`src/rtl/legv8_pkg.sv`:
```
// Shared LEGv8 control definitions: sequencer states, PC-select encodings,
// branch opcode/condition constants and small decode helpers.
package legv8_pkg;

  localparam int XLEN = 64;
  localparam int ILEN = 32;

  // Multicycle sequencer states
  typedef enum logic [2:0] {
    S_FETCH  = 3'd0,
    S_DECODE = 3'd1,
    S_EXEC   = 3'd2,
    S_UPDATE = 3'd3,
    S_HALT   = 3'd4
  } seq_state_t;

  // Program-counter next-value select
  localparam logic [1:0] PS_HOLD   = 2'b00;
  localparam logic [1:0] PS_LOAD   = 2'b01;
  localparam logic [1:0] PS_INC    = 2'b10;
  localparam logic [1:0] PS_BRANCH = 2'b11;

  // Branch opcodes (compared against the leading instruction bits)
  localparam logic [5:0]  OP_B     = 6'b000101;
  localparam logic [5:0]  OP_BL    = 6'b100101;
  localparam logic [7:0]  OP_CBZ   = 8'b10110100;
  localparam logic [7:0]  OP_CBNZ  = 8'b10110101;
  localparam logic [7:0]  OP_BCOND = 8'b01010100;
  localparam logic [10:0] OP_BR    = 11'b11010110000;

  // B.cond condition codes
  localparam logic [3:0] COND_EQ = 4'b0000;
  localparam logic [3:0] COND_NE = 4'b0001;
  localparam logic [3:0] COND_HS = 4'b0010;
  localparam logic [3:0] COND_LO = 4'b0011;
  localparam logic [3:0] COND_MI = 4'b0100;
  localparam logic [3:0] COND_PL = 4'b0101;
  localparam logic [3:0] COND_VS = 4'b0110;
  localparam logic [3:0] COND_VC = 4'b0111;
  localparam logic [3:0] COND_HI = 4'b1000;
  localparam logic [3:0] COND_LS = 4'b1001;
  localparam logic [3:0] COND_GE = 4'b1010;
  localparam logic [3:0] COND_LT = 4'b1011;
  localparam logic [3:0] COND_GT = 4'b1100;
  localparam logic [3:0] COND_LE = 4'b1101;
  localparam logic [3:0] COND_AL = 4'b1110;
  localparam logic [3:0] COND_NV = 4'b1111;

  // Branch class of an instruction word
  typedef enum logic [2:0] {
    BR_NONE  = 3'd0,
    BR_B     = 3'd1,
    BR_BL    = 3'd2,
    BR_CBZ   = 3'd3,
    BR_CBNZ  = 3'd4,
    BR_BCOND = 3'd5,
    BR_REG   = 3'd6
  } br_class_t;

  function automatic br_class_t decode_branch(input logic [ILEN-1:0] ir);
    br_class_t cls;
    cls = BR_NONE;
    if (ir[31:26] == OP_B)            cls = BR_B;
    else if (ir[31:26] == OP_BL)      cls = BR_BL;
    else if (ir[31:24] == OP_CBZ)     cls = BR_CBZ;
    else if (ir[31:24] == OP_CBNZ)    cls = BR_CBNZ;
    else if (ir[31:24] == OP_BCOND)   cls = BR_BCOND;
    else if (ir[31:21] == OP_BR)      cls = BR_REG;
    return cls;
  endfunction

  // Word offset of B/BL, sign-extended
  function automatic logic [XLEN-1:0] sext_imm26(input logic [25:0] imm);
    return {{(XLEN-26){imm[25]}}, imm};
  endfunction

  // Word offset of CBZ/CBNZ/B.cond, sign-extended
  function automatic logic [XLEN-1:0] sext_imm19(input logic [18:0] imm);
    return {{(XLEN-19){imm[18]}}, imm};
  endfunction

endpackage

```
`src/rtl/pc_sequencer_if.sv`:
```
// Bundle between the PC sequencer and its neighbours: instruction memory,
// ALU flags, register-file target and the program counter controls.
interface pc_sequencer_if
  import legv8_pkg::*;
#(
  parameter int RETIRE_W = 32
);
  logic [ILEN-1:0]     instr;
  logic                imem_ready;
  logic                alu_zero;
  logic [3:0]          flags;
  logic [XLEN-1:0]     reg_target;
  logic [1:0]          PS;
  logic [XLEN-1:0]     PC_in;
  logic [ILEN-1:0]     ir;
  logic                ir_load;
  logic                link_write;
  logic                halted;
  logic [RETIRE_W-1:0] retired;

  // The sequencer side
  modport master (
    input  instr, imem_ready, alu_zero, flags, reg_target,
    output PS, PC_in, ir, ir_load, link_write, halted, retired
  );

  // Memory / datapath side
  modport slave (
    output instr, imem_ready, alu_zero, flags, reg_target,
    input  PS, PC_in, ir, ir_load, link_write, halted, retired
  );
endinterface

```
`src/rtl/cond_eval.sv`:
```
// B.cond evaluator: condition code x {N,Z,C,V} -> take. Purely combinational
// so the pipelined core can reuse it in its own branch stage.
module cond_eval
  import legv8_pkg::*;
(
  input  logic [3:0] cond,
  input  logic [3:0] flags,
  output logic       take
);

  logic n_f, z_f, c_f, v_f;
  logic base;

  assign n_f = flags[3];
  assign z_f = flags[2];
  assign c_f = flags[1];
  assign v_f = flags[0];

  // Even codes test a predicate, odd codes its inverse; the 111x pair is always
  always_comb begin
    base = 1'b1;
    case (cond[3:1])
      COND_EQ[3:1]: base = z_f;
      COND_HS[3:1]: base = c_f;
      COND_MI[3:1]: base = n_f;
      COND_VS[3:1]: base = v_f;
      COND_HI[3:1]: base = c_f & ~z_f;
      COND_GE[3:1]: base = (n_f == v_f);
      COND_GT[3:1]: base = ~z_f & (n_f == v_f);
      default:      base = 1'b1;
    endcase
    take = (cond[0] && (cond[3:1] != COND_AL[3:1])) ? ~base : base;
  end

endmodule

```
`src/rtl/pc_sequencer.sv`:
```
// Multicycle PC sequencer: FETCH -> DECODE -> EXEC -> UPDATE, one PC update
// per instruction, HALT on an all-zero instruction word.
module pc_sequencer
  import legv8_pkg::*;
#(
  parameter int RETIRE_W = 32
) (
  input  logic           clock,
  input  logic           reset,
  pc_sequencer_if.master bus
);

  seq_state_t          state_reg;
  logic [ILEN-1:0]     ir_reg;
  logic [1:0]          ps_reg;
  logic [XLEN-1:0]     pc_in_reg;
  logic                link_reg;
  logic                halted_reg;
  logic [RETIRE_W-1:0] retired_reg;

  br_class_t           br_class;
  logic                cond_take;

  assign br_class = decode_branch(ir_reg);

  cond_eval u_cond_eval (
    .cond  (ir_reg[3:0]),
    .flags (bus.flags),
    .take  (cond_take)
  );

  // Strobe coincides with the capturing edge; suppressed while in reset
  assign bus.ir_load    = (state_reg == S_FETCH) && bus.imem_ready && !reset;
  assign bus.PS         = ps_reg;
  assign bus.PC_in      = pc_in_reg;
  assign bus.ir         = ir_reg;
  assign bus.link_write = link_reg;
  assign bus.halted     = halted_reg;
  assign bus.retired    = retired_reg;

  // Sequencer FSM; PC controls are registered so they are valid for exactly the UPDATE cycle
  always_ff @(posedge clock) begin
    if (reset) begin
      state_reg   <= S_FETCH;
      ir_reg      <= '0;
      ps_reg      <= PS_HOLD;
      pc_in_reg   <= '0;
      link_reg    <= 1'b0;
      halted_reg  <= 1'b0;
      retired_reg <= '0;
    end else begin
      case (state_reg)
        S_FETCH: begin
          if (bus.imem_ready) begin
            ir_reg    <= bus.instr;
            state_reg <= S_DECODE;
          end
        end

        S_DECODE: begin
          if (ir_reg == '0) begin
            halted_reg <= 1'b1;
            state_reg  <= S_HALT;
          end else begin
            state_reg  <= S_EXEC;
          end
        end

        S_EXEC: begin
          // Default: sequential flow (non-branch or branch not taken)
          ps_reg    <= PS_INC;
          pc_in_reg <= '0;
          link_reg  <= 1'b0;
          case (br_class)
            BR_B: begin
              ps_reg    <= PS_BRANCH;
              pc_in_reg <= sext_imm26(ir_reg[25:0]);
            end
            BR_BL: begin
              ps_reg    <= PS_BRANCH;
              pc_in_reg <= sext_imm26(ir_reg[25:0]);
              link_reg  <= 1'b1;
            end
            BR_CBZ: begin
              if (bus.alu_zero) begin
                ps_reg    <= PS_BRANCH;
                pc_in_reg <= sext_imm19(ir_reg[23:5]);
              end
            end
            BR_CBNZ: begin
              if (!bus.alu_zero) begin
                ps_reg    <= PS_BRANCH;
                pc_in_reg <= sext_imm19(ir_reg[23:5]);
              end
            end
            BR_BCOND: begin
              if (cond_take) begin
                ps_reg    <= PS_BRANCH;
                pc_in_reg <= sext_imm19(ir_reg[23:5]);
              end
            end
            BR_REG: begin
              ps_reg    <= PS_LOAD;
              pc_in_reg <= bus.reg_target;
            end
            default: ;
          endcase
          state_reg <= S_UPDATE;
        end

        S_UPDATE: begin
          ps_reg      <= PS_HOLD;
          pc_in_reg   <= '0;
          link_reg    <= 1'b0;
          retired_reg <= retired_reg + RETIRE_W'(1);
          state_reg   <= S_FETCH;
        end

        S_HALT: begin
          halted_reg <= 1'b1;
        end

        default: begin
          state_reg <= S_FETCH;
        end
      endcase
    end
  end

endmodule

```
`src/flat_wrapper.sv`:
```
// flat-port wrapper written by rule: the top's interface ports become plain ports
module pc_sequencer_flat import legv8_pkg::*;
#(
  parameter int RETIRE_W = 32
)
  (clock, reset, bus_instr, bus_imem_ready, bus_alu_zero, bus_flags, bus_reg_target, bus_PS, bus_PC_in, bus_ir, bus_ir_load, bus_link_write, bus_halted, bus_retired);
  pc_sequencer_if #(.RETIRE_W(RETIRE_W)) bus_i ();
  input  logic clock;
  input  logic reset;
  input wire logic [$bits(bus_i.instr)-1:0] bus_instr;
  input wire logic [$bits(bus_i.imem_ready)-1:0] bus_imem_ready;
  input wire logic [$bits(bus_i.alu_zero)-1:0] bus_alu_zero;
  input wire logic [$bits(bus_i.flags)-1:0] bus_flags;
  input wire logic [$bits(bus_i.reg_target)-1:0] bus_reg_target;
  output wire logic [$bits(bus_i.PS)-1:0] bus_PS;
  output wire logic [$bits(bus_i.PC_in)-1:0] bus_PC_in;
  output wire logic [$bits(bus_i.ir)-1:0] bus_ir;
  output wire logic [$bits(bus_i.ir_load)-1:0] bus_ir_load;
  output wire logic [$bits(bus_i.link_write)-1:0] bus_link_write;
  output wire logic [$bits(bus_i.halted)-1:0] bus_halted;
  output wire logic [$bits(bus_i.retired)-1:0] bus_retired;
  assign bus_i.instr = bus_instr;
  assign bus_i.imem_ready = bus_imem_ready;
  assign bus_i.alu_zero = bus_alu_zero;
  assign bus_i.flags = bus_flags;
  assign bus_i.reg_target = bus_reg_target;
  assign bus_PS = bus_i.PS;
  assign bus_PC_in = bus_i.PC_in;
  assign bus_ir = bus_i.ir;
  assign bus_ir_load = bus_i.ir_load;
  assign bus_link_write = bus_i.link_write;
  assign bus_halted = bus_i.halted;
  assign bus_retired = bus_i.retired;
  pc_sequencer #(.RETIRE_W(RETIRE_W)) u_core (.clock(clock), .reset(reset), .bus(bus_i));
endmodule
```
`config.mk`:
```
export PLATFORM = sky130hd
export DESIGN_NAME = pc_sequencer_flat
export DESIGN_NICKNAME = d
export VERILOG_FILES = /design/src/rtl/legv8_pkg.sv /design/src/rtl/pc_sequencer_if.sv /design/src/rtl/cond_eval.sv /design/src/rtl/pc_sequencer.sv /design/src/flat_wrapper.sv
export SDC_FILE = /design/constraint.sdc
export NUM_CORES = 1
export LEC_CHECK = 0
export CORE_AREA = 8 8 135 137
export DETAILED_ROUTE_END_ITERATION = 6
export DIE_AREA = 0 0 143 145
export HOLD_SLACK_MARGIN = 0.12
export PLACE_DENSITY = 0.73
export SETUP_SLACK_MARGIN = 0.02
export SKIP_LAST_GASP = 1
export SYNTH_ARGS = -nofsm -noshare
export SYNTH_HDL_FRONTEND = slang
export SYNTH_SLANG_ARGS = --single-unit
```
`constraint.sdc`:
```
create_clock -name clock -period 3.2 [get_ports clock]
set_input_delay 0.64 -clock clock [delete_from_list [all_inputs] [get_ports clock]]
set_output_delay 0.64 -clock clock [all_outputs]
set_load 0.05 [all_outputs]
```
==> flow_metrics.tcl, run 1 <==
set metrics [dict create \
    fin_tns_setup_ns 0 \
    clkLatencyLatePin_ns 0.42 \
    wire_per_inst_um 18.7 \
    topRoutingLayerUsed "met5" \
    grt.overflow.total 0 \
    p_leak_nw 3.20 \
    status "finished clean" \
    htree_levels 4 \
    hold_viol 0 \
    drt_iter0_markers 383 \
    n_antenna_cell 0 \
    dr.pass1.iters 5 \
    cts_buffers 17 \
    syn_inst 747 \
    cts.clk_slew.worst_paths_ns 0.05 \
    yosys.cell_count.top_type "nand2_1" \
    startpoint_type "input pin" \
    yosysUniqueCellTypes 52 \
    yosysSeqAreaShare 0.428 \
    dr_wl_met2_mm 10.1 \
    r2r_slack_ns 0.74 \
    end_kind "output port" \
    cp.arrival_ns 2.14 \
    syn-num-nets 852 \
    ir_worst_vdd_mv 0.353 \
    vias 6300 \
    avgSynthCellArea_sq_um 8.45 \
    final_util 0.587 \
    cp_data_required_time_ns 2.56 \
    cp_cell_sequence "clkdlybuf4s50_1 > or4b_2 > nor2_1 > buf_12" \
    antenna_found_initial 1 \
    clockBufferDepth 2 \
    syn_area_sq_um 6310 \
    grt_pass1_wl_mm 34.5 \
    area_growth_pct 50.3 \
    period_needed_ns 2.78 \
    fin_worst_skew_ns 0.00874 \
    async_flop_share 0 \
    holdCritPathClass "reg2reg" \
    path_max_fanout 3 \
    dr_wl_met3_mm 2.03 \
    setup_violations 0 \
    slew_headroom 0.353 \
    cts_tree "built" \
    clock-sinks 135 \
    wirelength_mm 22.2 \
    fin_area_sq_um 9490 \
    yosysTopAreaCellShare 0.428 \
    synth_enable_flop_cells 0 \
    io_pins 237 \
    wl_met1_mm 9.74 \
    hold_buffers 0 \
    grt_pass1_vias 6206 \
    maxSlewViolCount 0 \
    cts_resized 0 \
    portBuffers 236 \
    maxCapViolations 0 \
    ys_ff_latch 135 \
    die_x_um 143 \
    max_freq_mhz 360 \
    die_y_um 145 \
    yosysTopAreaCell "dfxtp_1" \
    yosys_warnings 0 \
    power.density_nw_per_um2 454 \
    criticalPathCategory "in2out" \
    grt_max_degree 76 \
    die_area_sq_um 20700 \
    fp.coreArea_sq_um 16200 \
    ant_nets 0 \
    drc 0 \
    cp_slowest_cell "or4b_2" \
    synth_common_cells "145 x nand2_1, 135 x dfxtp_1, 58 x a21oi_1" \
    ys.flop_type "dfxtp_1" \
    postCtsSetupRepairBufs 0 \
    cpPeakStageDelay_ns 0.64 \
    nets 1060 \
    place_congestion 0.826 \
    vias_per_cell 5.30 \
    largest_reg_flops 64 \
    grtUsageTotal 0.208 \
    rsz0062_at_grt "no" \
    cts_root_buf "clkbuf_16" \
    num_rows 47 \
    fin_crit_sh 0.869 \
    drive_above_1_share 0.0723 \
    ys_top_cells_by_area "dfxtp_1 43%, nand2_1 8.6%, a21boi_0 4.8%" \
    worst_pin_slew_ns 0.967 \
    hpwl_mm 15.8 \
    start_util 0.390 \
    placed_area_sq_um 8880 \
]
==> cell families after synthesis <==
kind of cell             count (synthesis)  synth area share
AND/OR/NAND/NOR                        274             0.200
AO/OA/AOI/OAI                          215             0.261
flip-flops                             135             0.428
buffers and inverters                   87            0.0583
XOR/XNOR                                32            0.0444
multiplexers                             3           0.00555
adder cells (fa/ha/maj)                  1           0.00198
==> final timing paths <==
kind                            depth (start not counted)                      startpoint                                end
worst max-delay path                                    4                  bus_imem_ready                        bus_ir_load
worst min-delay path                                    2  u_core.bus.halted$_SDFFE_PP0P_     u_core.bus.halted$_SDFFE_PP0P_
worst max register to register                          6  u_core.bus.ir[24]$_SDFFE_PP0P_  u_core.bus.PC_in[19]$_SDFFE_PP0P_
worst min register to register                          2  u_core.bus.halted$_SDFFE_PP0P_     u_core.bus.halted$_SDFFE_PP0P_
==> metal layers <==
metal,GRT usage,vias to the layer above
met5,0,-
met4,0.0670,2
met3,0.0728,23
met2,0.327,231
met1,0.260,2937
li1,-,3107
==> area by class of cell <==
cell class                      count  area [sq um]
Fill cell                        1446          6690
Multi-Input combinational cell    525          3280
Sequential cell                   135          2700
Timing Repair Buffer              253          2530
Clock buffer                       26           519
Tap cell                          220           275
Clock inverter                      6          87.6
Inverter                           23          86.3
==> layout by cell type, fill, tap and decap left out, types with 15 or more instances in the layout <==
master / instances
clkbuf_16: 17
nand3_1: 15
a21oi_1: 58
clkdlybuf4s50_1: 234
a22o_1: 17
inv_1: 23
nand2_1: 145
buf_4: 15
nor2_1: 50
xor2_1: 20
a221o_1: 24
a221oi_1: 30
dfxtp_1: 135
a31oi_1: 18
a21boi_0: 40
==> power breakdown <==
group	switching [mW]	internal, mW
Clock	0.720	1.27
Combinational	0.302	0.231
Sequential	0.0644	1.71
Total	1.09	3.22
==> stage by stage <==
step | instances | hold WS, ns | power, mW | setup WS (ns)
global route | 1188 | 0.476 | 4.47 | 0.386
floorplan | 747 | 0.547 | 2.07 | 0.337
finish | 1188 | 0.457 | 4.30 | 0.419
global placement | 1156 | 0.447 | 2.35 | 0.379
CTS | 1188 | 0.458 | 4.34 | 0.414
detailed placement | 1156 | 0.446 | 2.35 | 0.363
==> worst max-delay path: cells and delay by family <==
kind                   cells  cell delay (ns)
buffers and inverters      2             0.66
AND/OR/NAND/NOR            2             0.85
No activity file was read; power rests on OpenSTA's default activity.
==> run 2, diff against run 1 <==
--- a/config.mk
+++ b/config.mk
@@ -9,7 +9,7 @@
 export DETAILED_ROUTE_END_ITERATION = 6
 export DIE_AREA = 0 0 143 145
 export HOLD_SLACK_MARGIN = 0.12
-export PLACE_DENSITY = 0.73
+export PLACE_DENSITY_LB_ADDON = 0.05
 export SETUP_SLACK_MARGIN = 0.02
 export SKIP_LAST_GASP = 1
 export SYNTH_ARGS = -nofsm -noshare
==> run 2 against run 1 <==
Against the previous run: combinational power fell by 1%; worst hold slack got worse by 0.0065 ns; clock-buffer cell count shrank 8; global-route usage shrank 0.35 points; fmax rose by 1.5%; register-to-register slack worse by 0.05 ns; sequential power barely moved; sequential share of layout area increased by 0.12 points; die area unchanged; largest cell class unchanged; largest power group unchanged.
==> flow_metrics.tcl, run 2 (same netlist as run 1, synthesis figures left out) <==
set metrics [dict create \
    wire_per_inst_um 18.4 \
    vias 6367 \
    cts.clk_slew.worst_paths_ns 0.05 \
    criticalPathCategory "in2out" \
    grt_pass1_wl_mm 34.0 \
    clock-sinks 135 \
    nets 1054 \
    mostFrequentLayoutCells "234 x clkdlybuf4s50_1, 145 x nand2_1, 135 x dfxtp_1" \
    holdCritPathClass "reg2reg" \
    place_ws_ns 0.342 \
    r2r.worst_path.cells 5 \
    p_leak_nw 3.17 \
    drt_iter0_markers 269 \
    ant_nets 0 \
    fp.coreArea_sq_um 16200 \
    worst_pin_slew_ns 0.893 \
    fin_worst_skew_ns 0.00795 \
    num_rows 47 \
    nFillCells 1408 \
    antenna_found_initial 1 \
    min_to "u_core.bus.link_write$_SDFFE_PP0P_" \
    r2r_slack_ns 0.69 \
    cts_tree "built" \
    rr_endpoint "u_core.bus.PC_in[50]$_SDFFE_PP0P_" \
    grt.overflow.total 0 \
    drc 0 \
    fin_area_sq_um 9440 \
    maxSlewViolCount 0 \
    clockBufferDepth 2 \
    rsz0062_at_grt "no" \
    end_kind "output port" \
    power_mw 4.34 \
    slew_headroom 0.404 \
    cpPeakStageDelay_ns 0.60 \
    dr_wl_met2_mm 9.80 \
    hold_viol 0 \
    hpwl_mm 15.5 \
    crit_family "simple AND/OR/NAND/NOR gates" \
    die_x_um 143 \
    hold_buffers 0 \
    wirelength_mm 21.7 \
    dr.pass1.iters 5 \
    wl_met1_mm 9.51 \
    place_congestion 0.854 \
    holdPathStages 2 \
    path_max_fanout 3 \
    grtUsageTotal 0.205 \
    area_growth_pct 49.6 \
    placed_area_sq_um 8830 \
    status "finished clean" \
    postCtsSetupRepairBufs 0 \
    cts_buffers 17 \
    htree_levels 4 \
    largest_reg_flops 64 \
    power.density_nw_per_um2 460 \
    io_pins 237 \
    setup_violations 0 \
    ir_worst_vdd_mv 0.340 \
    grt_pass1_vias 6310 \
    period_needed_ns 2.74 \
    grt_max_degree 70 \
    start_util 0.390 \
    fin_tns_setup_ns 0 \
    topRoutingLayerUsed "met5" \
    maxCapViolations 0 \
    cp_slowest_cell "or4b_2" \
    die_area_sq_um 20700 \
    hold_start "u_core.bus.link_write$_SDFFE_PP0P_" \
    cts_root_buf "clkbuf_16" \
    portBuffers 236 \
    startpoint_type "input pin" \
    r2r_start "u_core.bus.ir[22]$_SDFFE_PP0P_" \
    timing.critical_path.buf_inv 2 \
    cts_resized 0 \
    drive_above_1_share 0.0667 \
    cp_cell_sequence "clkdlybuf4s50_1 > or4b_2 > nor2_1 > buf_12" \
    setup_ws_ns 0.462 \
    die_y_um 145 \
    vias_per_cell 5.39 \
    cp_data_required_time_ns 2.56 \
    fin_crit_sh 0.856 \
    max_freq_mhz 365 \
    cp.arrival_ns 2.10 \
    final_common_cell "clkdlybuf4s50_1" \
    clkLatencyLatePin_ns 0.42 \
    dr_wl_met3_mm 1.84 \
]
[run 2: changes by cell type in the layout (fill, tap and decap cells not counted)]
cell	previous run	this run
buf_4	15	9
bufinv_16	2	4
clkbuf_8	6	0
diode_2	0	1
clkinv_2	1	2
clkbuf_1	3	1
inv_6	0	1
clkinv_4	0	2
[run 2: final cells by class]
| cell class | count | area (sq um) | area share |
|---|---|---|---|
| Multi-Input combinational cell | 525 | 3280 | 0.347 |
| Sequential cell | 135 | 2700 | 0.286 |
| Timing Repair Buffer | 247 | 2490 | 0.264 |
| Clock buffer | 18 | 429 | 0.0454 |
| Tap cell | 220 | 275 | 0.0291 |
| Clock inverter | 12 | 179 | 0.0189 |
| Inverter | 23 | 86.3 | 0.00914 |
| Antenna cell | 1 | 2.50 | 0.000265 |
[run 2: where the power goes]
group	total (mW)	switching (mW)	internal [mW]
clock	2.03	0.737	1.30
combinational	0.526	0.297	0.229
sequential	1.78	0.0678	1.71
[run 2: worst max path at each step]
| stage | slack, ns | startpoint | endpoint | cells after the start |
|---|---|---|---|---|
| 2_1_floorplan | 0.34 | bus_imem_ready | bus_ir_load | 4 |
| 3_3_place_gp | 0.38 | bus_flags[3] | u_core.bus.PC_in[35]$_SDFFE_PP0P_ | 8 |
| 6_report | 0.46 | bus_imem_ready | bus_ir_load | 4 |
| 4_1_cts | 0.46 | bus_imem_ready | bus_ir_load | 4 |
| 5_1_grt | 0.39 | bus_imem_ready | bus_ir_load | 4 |
| 3_5_place_dp | 0.34 | bus_flags[3] | u_core.bus.PC_in[50]$_SDFFE_PP0P_ | 8 |
[run 2: metal layers]
metal	track usage	up-vias
met5	0	-
met4	0.0813	2
met3	0.0679	37
met2	0.320	240
met1	0.254	2989
li1	-	3099
[run 2: worst reg2reg max path, cell delays in order, from the launching register on]
cell      delay (ns)
dfxtp_1         0.39
or3_1           0.45
o32ai_1         0.46
a31oi_4         0.35
buf_4           0.41
a221oi_1        0.35
[run 2: through the flow]
stage          hold WS [ns]  std cells  utilization
4_1_cts               0.450       1180        0.584
2_1_floorplan         0.547        747            -
3_5_place_dp          0.452       1150        0.546
5_1_grt               0.493       1180        0.584
6_report              0.450       1181        0.584
3_3_place_gp          0.446       1150        0.546
==> run 3, diff against run 2 <==
--- a/config.mk
+++ b/config.mk
@@ -8,9 +8,12 @@
 export CORE_AREA = 8 8 135 137
 export DETAILED_ROUTE_END_ITERATION = 6
 export DIE_AREA = 0 0 143 145
+export GPL_TIMING_DRIVEN = 1
 export HOLD_SLACK_MARGIN = 0.12
+export MAX_ROUTING_LAYER = met4
 export PLACE_DENSITY_LB_ADDON = 0.05
 export SETUP_SLACK_MARGIN = 0.02
+export SKIP_CTS_REPAIR_TIMING = 1
 export SKIP_LAST_GASP = 1
 export SYNTH_ARGS = -nofsm -noshare
 export SYNTH_HDL_FRONTEND = slang
==> run 3 against run 2 <==
Against the previous run: combinational power about the same; worst setup slack worse by 0.0078 ns; sequential power hardly changed; global-route usage rose by 0.59 points; clock skew increased by 0.00083 ns; first-iteration DRC count rose by 9.7%; design area unchanged; utilization did not move; flip-flop and latch count stayed put; clock power about the same; via count decreased by 0.27%; critical endpoint unchanged.
==> flow_metrics.tcl, run 3 (same netlist as run 1, synthesis figures left out) <==
set metrics [dict create \
    timing.critical_path.buf_inv 2 \
    r2r_start "u_core.bus.ir[22]$_SDFFE_PP0P_" \
    drc 0 \
    setup_violations 0 \
    cts_buffers 17 \
    vias 6350 \
    nets 1054 \
    grt.overflow.total 0 \
    area_growth_pct 49.6 \
    final_common_cell "clkdlybuf4s50_1" \
    grtUsageTotal 0.211 \
    startpoint_type "input pin" \
    die_x_um 143 \
    cts_tree "built" \
    maxSlewViolCount 0 \
    antenna_found_initial 1 \
    hold_viol 0 \
    holdCritPathClass "reg2reg" \
    drt_iter0_markers 295 \
    max_freq_mhz 364 \
    wirelength_mm 21.7 \
    fin_worst_skew_ns 0.00878 \
    p_sw_mw 1.10 \
    grt_pass1_vias 6327 \
    mostFrequentLayoutCells "234 x clkdlybuf4s50_1, 145 x nand2_1, 135 x dfxtp_1" \
    cp_cell_sequence "clkdlybuf4s50_1 > or4b_2 > nor2_1 > buf_12" \
    grt_util_met1 0.261 \
    hold-worst-slack_ns 0.451 \
    switching_share 0.254 \
    cts_root_buf "clkbuf_16" \
    fin_tns_setup_ns 0 \
    grt_max_degree 70 \
    crit_family "simple AND/OR/NAND/NOR gates" \
    clockBufferDepth 2 \
    worst_pin_slew_ns 0.872 \
    portBuffers 236 \
    cts.clk_slew.worst_paths_ns 0.05 \
    min_to "u_core.bus.link_write$_SDFFE_PP0P_" \
    p_leak_nw 3.17 \
    cp.arrival_ns 2.11 \
    rsz0062_at_grt "no" \
    htree_levels 4 \
    fp.coreArea_sq_um 16200 \
    cpPeakStageDelay_ns 0.61 \
    start_util 0.390 \
    slew_headroom 0.418 \
    grt_pass1_wl_mm 34.1 \
    power.internal_mw 3.24 \
    io_pins 237 \
    r2r.worst_path.cells 5 \
    holdPathStages 2 \
    place_congestion 0.866 \
    pwr-share-seq 0.411 \
    r2r_slack_ns 0.68 \
    largest_reg_flops 64 \
    dr.pass1.iters 5 \
    wire_per_inst_um 18.3 \
    die_y_um 145 \
    cp_slowest_cell "or4b_2" \
    die_area_sq_um 20700 \
    maxCapViolations 0 \
    fin_crit_sh 0.858 \
    vias_per_cell 5.38 \
    ant_nets 0 \
    use_met3 0.0564 \
    clock_power_share 0.468 \
    ir_worst_vdd_mv 0.340 \
    clkLatencyLatePin_ns 0.42 \
    hpwl_mm 15.5 \
    drive_above_1_share 0.0667 \
    end_kind "output port" \
    rr_endpoint "u_core.bus.PC_in[50]$_SDFFE_PP0P_" \
    power_mw 4.34 \
    top_usage_layer "met2" \
    grt_util_met2 0.320 \
    clock-sinks 135 \
    status "finished clean" \
    hold_start "u_core.bus.link_write$_SDFFE_PP0P_" \
    power_frac_comb 0.121 \
    num_rows 47 \
    path_max_fanout 3 \
    cp_data_required_time_ns 2.56 \
    power.density_nw_per_um2 460 \
    criticalPathCategory "in2out" \
    period_needed_ns 2.75 \
]
## run 3: cell counts in the layout (fill, tap and decap cells not counted)
Identical to the previous run, type by type.
## run 3: layout make-up
type | instances | area [sq um]
clock inverters | 12 | 179
fillers | 1408 | 6730
multi-input cells | 525 | 3280
clock buffers | 18 | 429
repair buffers | 247 | 2490
well taps | 220 | 275
flip-flops and latches | 135 | 2700
inverters | 23 | 86.3
diodes | 1 | 2.50
## run 3: worst max path at each step
| stage | depth (start not counted) | slack [ns] | from | end |
|---|---|---|---|---|
| after floorplan | 4 | 0.34 | bus_imem_ready | bus_ir_load |
| after global placement | 8 | 0.38 | bus_flags[3] | u_core.bus.PC_in[35]$_SDFFE_PP0P_ |
| after detailed placement | 8 | 0.34 | bus_flags[3] | u_core.bus.PC_in[50]$_SDFFE_PP0P_ |
| after CTS | 4 | 0.46 | bus_imem_ready | bus_ir_load |
| after global routing | 4 | 0.39 | bus_imem_ready | bus_ir_load |
| final | 4 | 0.45 | bus_imem_ready | bus_ir_load |
## run 3: power by group through the flow
stage / clock, mW / sequential (mW) / combinational [mW]
CTS: 2.07 / 1.78 / 0.527
floorplan: 0 / 1.89 / 0.187
global route: 2.15 / 1.79 / 0.557
detailed placement: 0 / 1.82 / 0.524
global placement: 0 / 1.82 / 0.519
finish: 2.03 / 1.78 / 0.524
## run 3: worst register-to-register path, delay by kind of cell (launching register included)
| kind | cells | cell delay [ns] |
|---|---|---|
| simple gates | 1 | 0.45 |
| buf+inv | 1 | 0.41 |
| flops | 1 | 0.39 |
| compound gates | 3 | 1.16 |
## run 3: per-layer routing
layer,part of all wire,up-vias
li1,-,3097
met1,0.44,2978
met2,0.46,242
met3,0.076,33
met4,0.022,0
met5,0,-
## run 3: per-stage QoR
step,std cells,setup WS (ns),util,cell area [sq um]
5_1_grt,1181,0.394,0.584,9440
3_3_place_gp,1150,0.378,0.546,8830
3_5_place_dp,1150,0.342,0.546,8830
2_1_floorplan,747,0.337,-,6310
6_report,1181,0.454,0.584,9440
4_1_cts,1180,0.455,0.584,9440
